File: src/rtl/jojo_game_pkg.sv
// Shared types and defaults for the JoJo game-state controller.
package jojo_game_pkg;

  typedef enum logic [2:0] {
    IDLE  = 3'd0,
    PLAY  = 3'd1,
    HIT   = 3'd2,
    PAUSE = 3'd3,
    OVER  = 3'd4
  } game_state_e;

  localparam int LIVES_INIT_DEF    = 3;
  localparam int INVULN_FRAMES_DEF = 90;
  localparam int SCORE_W_DEF       = 16;

  // Movers hold position whenever play is not actively running.
  function automatic logic is_frozen(game_state_e s);
    return (s == IDLE) || (s == PAUSE) || (s == OVER);
  endfunction

endpackage

File: src/rtl/jojo_game_ctrl_rise_detect.sv
// Rising-edge detector for debounced button levels; one-clk pulse per 0->1 step.
module rise_detect (
  input  logic clk,
  input  logic rst,
  input  logic level,
  output logic pulse
);

  logic prev;

  always_ff @(posedge clk or posedge rst) begin
    if (rst) prev <= 1'b0;
    else     prev <= level;
  end

  assign pulse = level & ~prev;

endmodule

File: src/rtl/jojo_game_ctrl.sv
// Game-state controller: lives, survival score, post-hit invulnerability/blink,
// pause, and freeze/game-over outputs. All outputs are registered.
module jojo_game_ctrl
  import jojo_game_pkg::*;
#(
  parameter int LIVES_INIT    = LIVES_INIT_DEF,
  parameter int LIVES_W       = 3,
  parameter int INVULN_FRAMES = INVULN_FRAMES_DEF,
  parameter int INVULN_W      = 8,
  parameter int BLINK_SHIFT   = 3,
  parameter int SCORE_W       = SCORE_W_DEF
) (
  input  logic               clk,
  input  logic               rst,
  input  logic               tick,
  input  logic               collision,
  input  logic               start_btn,
  input  logic               pause_btn,
  output game_state_e        state,
  output logic [LIVES_W-1:0] lives,
  output logic [SCORE_W-1:0] score,
  output logic               jojo_visible,
  output logic               freeze,
  output logic               hit_pulse,
  output logic               game_over
);

  localparam logic [LIVES_W-1:0]  LIVES_RELOAD = LIVES_W'(LIVES_INIT);
  localparam logic [INVULN_W-1:0] INVULN_LOAD  = INVULN_W'(INVULN_FRAMES);

  logic                start_rise, pause_rise;
  game_state_e         state_n, ret_q, ret_n;
  logic [LIVES_W-1:0]  lives_n;
  logic [SCORE_W-1:0]  score_n, score_inc;
  logic [INVULN_W-1:0] cnt_q, cnt_n;
  logic                hit_n;

  rise_detect u_start_rise (.clk(clk), .rst(rst), .level(start_btn), .pulse(start_rise));
  rise_detect u_pause_rise (.clk(clk), .rst(rst), .level(pause_btn), .pulse(pause_rise));

  assign score_inc = (score == '1) ? score : score + SCORE_W'(1);

  always_comb begin
    state_n = state;
    ret_n   = ret_q;
    lives_n = lives;
    score_n = score;
    cnt_n   = cnt_q;
    hit_n   = 1'b0;
    case (state)
      IDLE, OVER: begin
        if (start_rise) begin
          state_n = PLAY;
          lives_n = LIVES_RELOAD;
          score_n = '0;
        end
      end
      PLAY: begin
        if (tick) score_n = score_inc;
        // A collision consumes any pause edge arriving in the same cycle.
        if (collision) begin
          hit_n   = 1'b1;
          lives_n = lives - LIVES_W'(1);
          if (lives == LIVES_W'(1)) begin
            state_n = OVER;
          end else begin
            state_n = HIT;
            cnt_n   = INVULN_LOAD;
          end
        end else if (pause_rise) begin
          state_n = PAUSE;
          ret_n   = PLAY;
        end
      end
      HIT: begin
        if (tick) score_n = score_inc;
        if (pause_rise) begin
          state_n = PAUSE;
          ret_n   = HIT;
        end else if (tick) begin
          cnt_n = cnt_q - INVULN_W'(1);
          if (cnt_q == INVULN_W'(1)) state_n = PLAY;
        end
      end
      PAUSE: begin
        if (pause_rise) state_n = ret_q;
      end
      default: state_n = IDLE;
    endcase
  end

  always_ff @(posedge clk or posedge rst) begin
    if (rst) begin
      state        <= IDLE;
      ret_q        <= IDLE;
      lives        <= LIVES_RELOAD;
      score        <= '0;
      cnt_q        <= '0;
      jojo_visible <= 1'b1;
      freeze       <= 1'b1;
      hit_pulse    <= 1'b0;
      game_over    <= 1'b0;
    end else begin
      state        <= state_n;
      ret_q        <= ret_n;
      lives        <= lives_n;
      score        <= score_n;
      cnt_q        <= cnt_n;
      // Blink phase tracks the post-update counter so the flag is registered too.
      jojo_visible <= (state_n == HIT) ? ~cnt_n[BLINK_SHIFT] : 1'b1;
      freeze       <= is_frozen(state_n);
      hit_pulse    <= hit_n;
      game_over    <= (state_n == OVER);
    end
  end

endmodule
File: config.mk
export PLATFORM = sky130hd
export DESIGN_NAME = jojo_game_ctrl
export DESIGN_NICKNAME = d
export VERILOG_FILES = /design/src/rtl/jojo_game_pkg.sv /design/src/rtl/jojo_game_ctrl_rise_detect.sv /design/src/rtl/jojo_game_ctrl.sv
export SDC_FILE = /design/constraint.sdc
export NUM_CORES = 1
export LEC_CHECK = 0
export CORE_ASPECT_RATIO = 1.4
export CORE_MARGIN = 8
export CORE_UTILIZATION = 57
export DETAILED_ROUTE_END_ITERATION = 6
export PLACE_DENSITY = 0.84
export SLEW_MARGIN = 15
export SYNTH_ARGS = -nofsm -noshare
export SYNTH_HDL_FRONTEND = slang
export SYNTH_SLANG_ARGS = --single-unit
File: constraint.sdc
create_clock -name clk -period 4.9 [get_ports clk]
set_input_delay 0.98 -clock clk [delete_from_list [all_inputs] [get_ports clk]]
set_output_delay 0.98 -clock clk [all_outputs]
set_load 0.03 [all_outputs]
==> results of run 1 <==
kinds of logic (layout without fill, tap and decap cells):
kind of cell / Yosys count / in the layout / synth area share [%]
AO/OA/AOI/OAI: 41 / 41 / 13.2
XOR/XNOR: 15 / 15 / 6.50
adder cells (fa/ha/maj): 5 / 5 / 3.10
buffers and inverters: 19 / 54 / 3.53
flip-flops: 38 / 38 / 47.3
multiplexers: 1 / 1 / 0.495
AND/OR/NAND/NOR: 96 / 96 / 25.9
stage by stage:
step / util, % / instance area [sq um] / hold WS (ns)
final: 72.7 / 2460 / 0.520
after CTS: 72.7 / 2460 / 0.522
after floorplan: - / 2020 / 0.464
after detailed placement: 70.4 / 2380 / 0.513
after global placement: 70.4 / 2380 / 0.507
after global routing: 72.7 / 2460 / 0.558
report_power, final:
group | internal, mW | switching, mW
Combinational | 0.187 | 0.261
Clock | 0.101 | 0.102
Sequential | 0.393 | 0.0991
worst paths after layout:
check | from | to | slack, ns | cells after the start
setup reg to reg | state[1]$_DFF_PP0_ | score[15]$_DFFE_PP0P_ | 2.31 | 6
hold / removal | cnt_q[4]$_DFFE_PP0P_ | cnt_q[4]$_DFFE_PP0P_ | 0.52 | 1
hold reg to reg | cnt_q[4]$_DFFE_PP0P_ | cnt_q[4]$_DFFE_PP0P_ | 0.52 | 1
min in group asynchronous | rst | score[6]$_DFFE_PP0P_ | 1.10 | 3
setup / recovery | tick | score[15]$_DFFE_PP0P_ | 1.77 | 6
max in group asynchronous | rst | freeze$_DFF_PP1_ | 3.44 | 3
registers in the layout, indices dropped and copies added, names as in the netlist, 2 cells and up:
register and cells:
cnt_q 8, lives 3, score 16, state 3, ret_q 2
worst max-delay path: cells and delay by family:
family                 cells  cell delay [ns]
AOI/OAI and AO/OA          1             0.17
buffers and inverters      1             0.53
and+or+nand+nor            4             1.66
area by class of cell:
class	instances	area (sq um)	area share [%]
Multi-Input combinational cell	158	993	40.4
Clock buffer	8	80.1	3.26
Timing Repair Buffer	34	333	13.5
Sequential cell	38	956	38.9
Tap cell	40	50.0	2.04
Inverter	12	45.0	1.83
routing by layer:
metal | GRT usage (%) | share of wire (%) | wire length, microns
met5 | 0 | 0 | 0
met4 | 9.36 | 3.7 | 172
met3 | 4.00 | 4.2 | 197
met2 | 30.2 | 53 | 2450
met1 | 17.2 | 39 | 1840
cell usage in the layout (no fill, tap or decap), drive strengths merged, types with 2 or more instances in the layout:
cell type and n:
o21a 2, dfrtp 34, nor4bb 3, dfstp 4
nor2b 5, or4 3, xor2 6, nor4b 2
nand4 6, nor2 30, o21ai 4, nand2 13
nor4 4, ha 5, clkbuf 8, nand2b 4
a21oi 13, or3 4, and4 2, inv 12
o31ai 5, nand3 6, nor3 10, a211oi 5
clkdlybuf4s50 31, a21o 2, buf 3, xnor2 9
a31oi 3
==> results.toml, run 1 <==
[run_status]
status = "finished, final reports clean"

[detailed_routing]
drt_iter0_markers = 127
vias = 1723
wl_per_cell_microns = 16.1
routed_wl_microns = 4660
drc = 0
postRouteAntennaNets = 0
first_pass_iters = 4
via_per_inst = 5.94

[clocking]
cts_hold_buf = 0
cts_tree = "built"
cts_htree_levels = 2
cts_buffers = 5
cts-resized-gates = 0
cts_setup_buffers = 0
root_buffer = "clkbuf_8"
clk_latency_ns = 0.29
cts.sinks = 38
path_clk_slew_ns = 0.07
clockBufferDepth = 2

[worst_setup_path]
start_kind = "input pin"
crit_arrival_ns = 3.34
crit_slowest_cell = "clkdlybuf4s50_1"
crit_type = "in -> reg"
worstPathMaxFanout = 12
endpoint_kind = "register"
cp.required_ns = 5.11
cp_slowest_stage_delay_ns = 0.53
path_cells = "clkdlybuf4s50_1, nor4bb_1, nor3_2, or3_1, or4_1, a21oi_1"

[timing]
rsz0062_at_grt = "no"
period_needed_ns = 3.13
tightest_slew_ns = 0.944
setup_tns_ns = 0
hold_viol_final = 0
max-slew-margin-rel_pct = 36.5
maxSlewViolCount = 0
fmax_ghz = 0.320
finalCritPeriodShare_pct = 63.9
setup_viol = 0
skew_ns = 0.00826
layout_setup_ws_ns = 1.77

[finish]
nets = 260
stdcell_count = 290
syn_to_final_growth_pct = 21.6
antennaDiodeCount = 0
fillers = 259
drive_above_1_share_pct = 5.60

[placement]
dp_cells = 282
dpl.hpwl_microns = 3370
dp_slack_ns = 1.51
io_buffers = 31
gp_congestion = 0.819

[logic_synthesis]
ys_top_cells_by_area = "dfrtp_1, nor2_1, dfstp_2, xnor2_1, a21oi_1"
synth_edf_count = 0
ys_seq_area_share_pct = 47.3
synth.distinct_cells = 41
ys_warn_count = 0
synth.most_common_cell = "dfrtp_1"
netlist_top_cells_count = "dfrtp_1, nor2_1, a21oi_1, nand2_1, inv_1"
async_flop_share_pct = 100
netlist_instances = 215
synth-main-ff-cell = "dfrtp_1"
synth_seq_cells = 38
synth_top_cell_by_area = "dfrtp_1"
syn_nets = 226
synth_top_area_share_pct = 42.1
syn_avg_cell_area_sq_um = 9.40
syn_area_sq_um = 2020

[power]
vdd_drop_max_mv = 0.322
leakagePower_nw = 1.03
p_per_area_nw_per_um2 = 465
power_mw = 1.14

[die]
ios = 32
initial_utilization_pct = 59.8
die-area_sq_um = 5730
fp.dieW_microns = 66.3
num_rows = 25
core_sq_um = 3380
die_y_microns = 86.5

[global_routing]
grt_first_pass_wirelength_microns = 7650
grt.total_usage_pct = 16.9
grt_pass1_vias = 1705
antenna_found_initial = 0
grt_overflow = 0
grt_max_degree = 39

[flow_run]
cap_violations = 0

[min_path]
holdCritPathClass = "reg -> reg"
Power figures use the tool's default switching activity.
==> inputs of run 2 (changes only) <==
CORE_UTILIZATION = 48   (was 57)
PLACE_DENSITY = 0.75   (was 0.84)
clock period = 2.7 ns   (was 4.9 ns; I/O delays follow)
==> run 2 against run 1 <==
Clock skew up 0.0014 ns. Register-to-register slack got worse by 2.0 ns. Via count shrank 0.64%. Non-clock buffer count grew 6. Final area up 3.3%. Power increased by 90%. Global-route usage is 2.8 points lower. Critical path depth rose by 1. Sequential share of layout area is 1.2 points lower. Count of clock-buffer cells in the layout stayed put. Sequential power is 80% higher. Combinational power grew 85%. Critical endpoint unchanged.
==> results.toml, run 2 (same netlist as run 1, synthesis figures left out) <==
[timing]
hold_viol_final = 0
skew_ns = 0.00962
maxSlewViolCount = 0
max-slew-margin-rel_pct = 44.8
hold_ws_ns = 0.521
setup_viol = 0
fmax_ghz = 0.403
finalCritPeriodShare_pct = 92.0
tightest_slew_ns = 0.821
period_needed_ns = 2.48
rsz0062_at_grt = "no"

[placement]
dpl.hpwl_microns = 3200
io_buffers = 31
gp_congestion = 0.806
dp_cells = 293
dpl_cell_area_sq_um = 2430

[global_routing]
grt_max_degree = 39
grt_first_pass_wirelength_microns = 7550
grt.total_usage_pct = 14.1
antenna_found_initial = 0
grt_pass1_vias = 1683
grt_overflow = 0

[power]
p_per_area_nw_per_um2 = 854
power_mw = 2.17
leakagePower_nw = 1.08
vdd_drop_max_mv = 0.475

[die]
die_y_microns = 92.8
fp.dieW_microns = 70.8
core_sq_um = 4130
initial_utilization_pct = 48.9
die-area_sq_um = 6570
num_rows = 28
ios = 32

[clocking]
path_clk_slew_ns = 0.07
cts_tree = "built"
cts_setup_buffers = 0
cts.sinks = 38
cts_htree_levels = 2
cts_buffers = 5
cts-resized-gates = 0
root_buffer = "clkbuf_8"
cts_hold_buf = 0
clockBufferDepth = 2
clk_latency_ns = 0.29

[worst_setup_path]
start_kind = "input pin"
crit_type = "in -> reg"
path_buf_inv = 2
worstPathMaxFanout = 8
cp_slowest_stage_delay_ns = 0.53
cp.required_ns = 2.92
crit_arrival_ns = 2.70
path_cells = "clkdlybuf4s50_1, nor4bb_1, buf_4, nor3_2, or3_1, or4_1, a21oi_1"
crit_slowest_cell = "clkdlybuf4s50_1"
cp_top_family = "simple AND/OR/NAND/NOR gates"
endpoint_kind = "register"

[detailed_routing]
first_pass_iters = 4
drc = 0
via_per_inst = 5.69
drt_iter0_markers = 57
routed_wl_microns = 4310
wl_per_cell_microns = 14.3
vias = 1712
postRouteAntennaNets = 0

[run_status]
status = "finished, final reports clean"

[finish]
syn_to_final_growth_pct = 25.6
final_area_sq_um = 2540
largest_register_ffs = 16
final_util_pct = 61.4
final_cell_mix = "dfrtp_1, clkdlybuf4s50_1, nor2_1"
stdcell_count = 301
fillers = 362
final_common_cell = "dfrtp_1"
drive_above_1_share_pct = 8.98
nets = 266
largest_register = "score"
antennaDiodeCount = 0
largestRegisters = "score (16), cnt_q (8)"

[flow_run]
cap_violations = 0

[min_path]
holdCritPathClass = "reg -> reg"
==> run 2: worst paths after layout <==
kind / slack [ns] / depth (start not counted) / startpoint / endpoint
max in group asynchronous: 1.66 / 3 / rst / freeze$_DFF_PP1_
hold / removal: 0.52 / 1 / cnt_q[4]$_DFFE_PP0P_ / cnt_q[4]$_DFFE_PP0P_
setup / recovery: 0.22 / 7 / tick / score[15]$_DFFE_PP0P_
min in group asynchronous: 0.67 / 3 / rst / score[5]$_DFFE_PP0P_
hold reg to reg: 0.52 / 1 / cnt_q[4]$_DFFE_PP0P_ / cnt_q[4]$_DFFE_PP0P_
setup reg to reg: 0.36 / 6 / state[1]$_DFF_PP0_ / score[15]$_DFFE_PP0P_
==> run 2: cell type report <==
class / instances / area, sq um / share of cell area [%]
sequential: 38 / 956 / 37.7
clock buffer: 8 / 110 / 4.34
inverter: 12 / 45.0 / 1.77
multi-input combinational: 158 / 993 / 39.1
tap: 45 / 56.3 / 2.22
timing repair buffer: 40 / 378 / 14.9
==> run 2: layer usage <==
| layer | track usage, % | wire length [microns] | up-vias | share of wire, % |
|---|---|---|---|---|
| li1 | - | - | 850 | - |
| met1 | 13.4 | 1740 | 823 | 40 |
| met2 | 27.2 | 2310 | 33 | 54 |
| met3 | 3.78 | 195 | 6 | 4.5 |
| met4 | 6.10 | 65 | 0 | 1.5 |
| met5 | 0 | 0 | - | 0 |
==> run 2: report_power, final <==
part / internal, mW / total [mW] / switching (mW)
Combinational: 0.362 / 0.827 / 0.466
Clock: 0.258 / 0.456 / 0.198
Sequential: 0.713 / 0.885 / 0.172
Total: 1.33 / 2.17 / 0.835
==> run 2: worst register-to-register path: cells and delay by family, from the launching register on <==
family,cells,cell delay [ns]
buf+inv,1,0.16
simple gates,4,1.31
compound gates,1,0.15
flops,1,0.65
==> run 2: metrics by stage <==
stage               setup TNS (ns)  setup WS (ns)
finish                           0          0.216
global placement            -0.139        -0.0685
floorplan                        0          0.323
global route                     0         0.0584
CTS                              0          0.213
detailed placement          -0.217        -0.0869
==> inputs of run 3 (changes only) <==
CTS_CLUSTER_SIZE = 14   (was default)
==> results of run 3 <==
Final layout, timing and power as in run 2 (identical DEF).
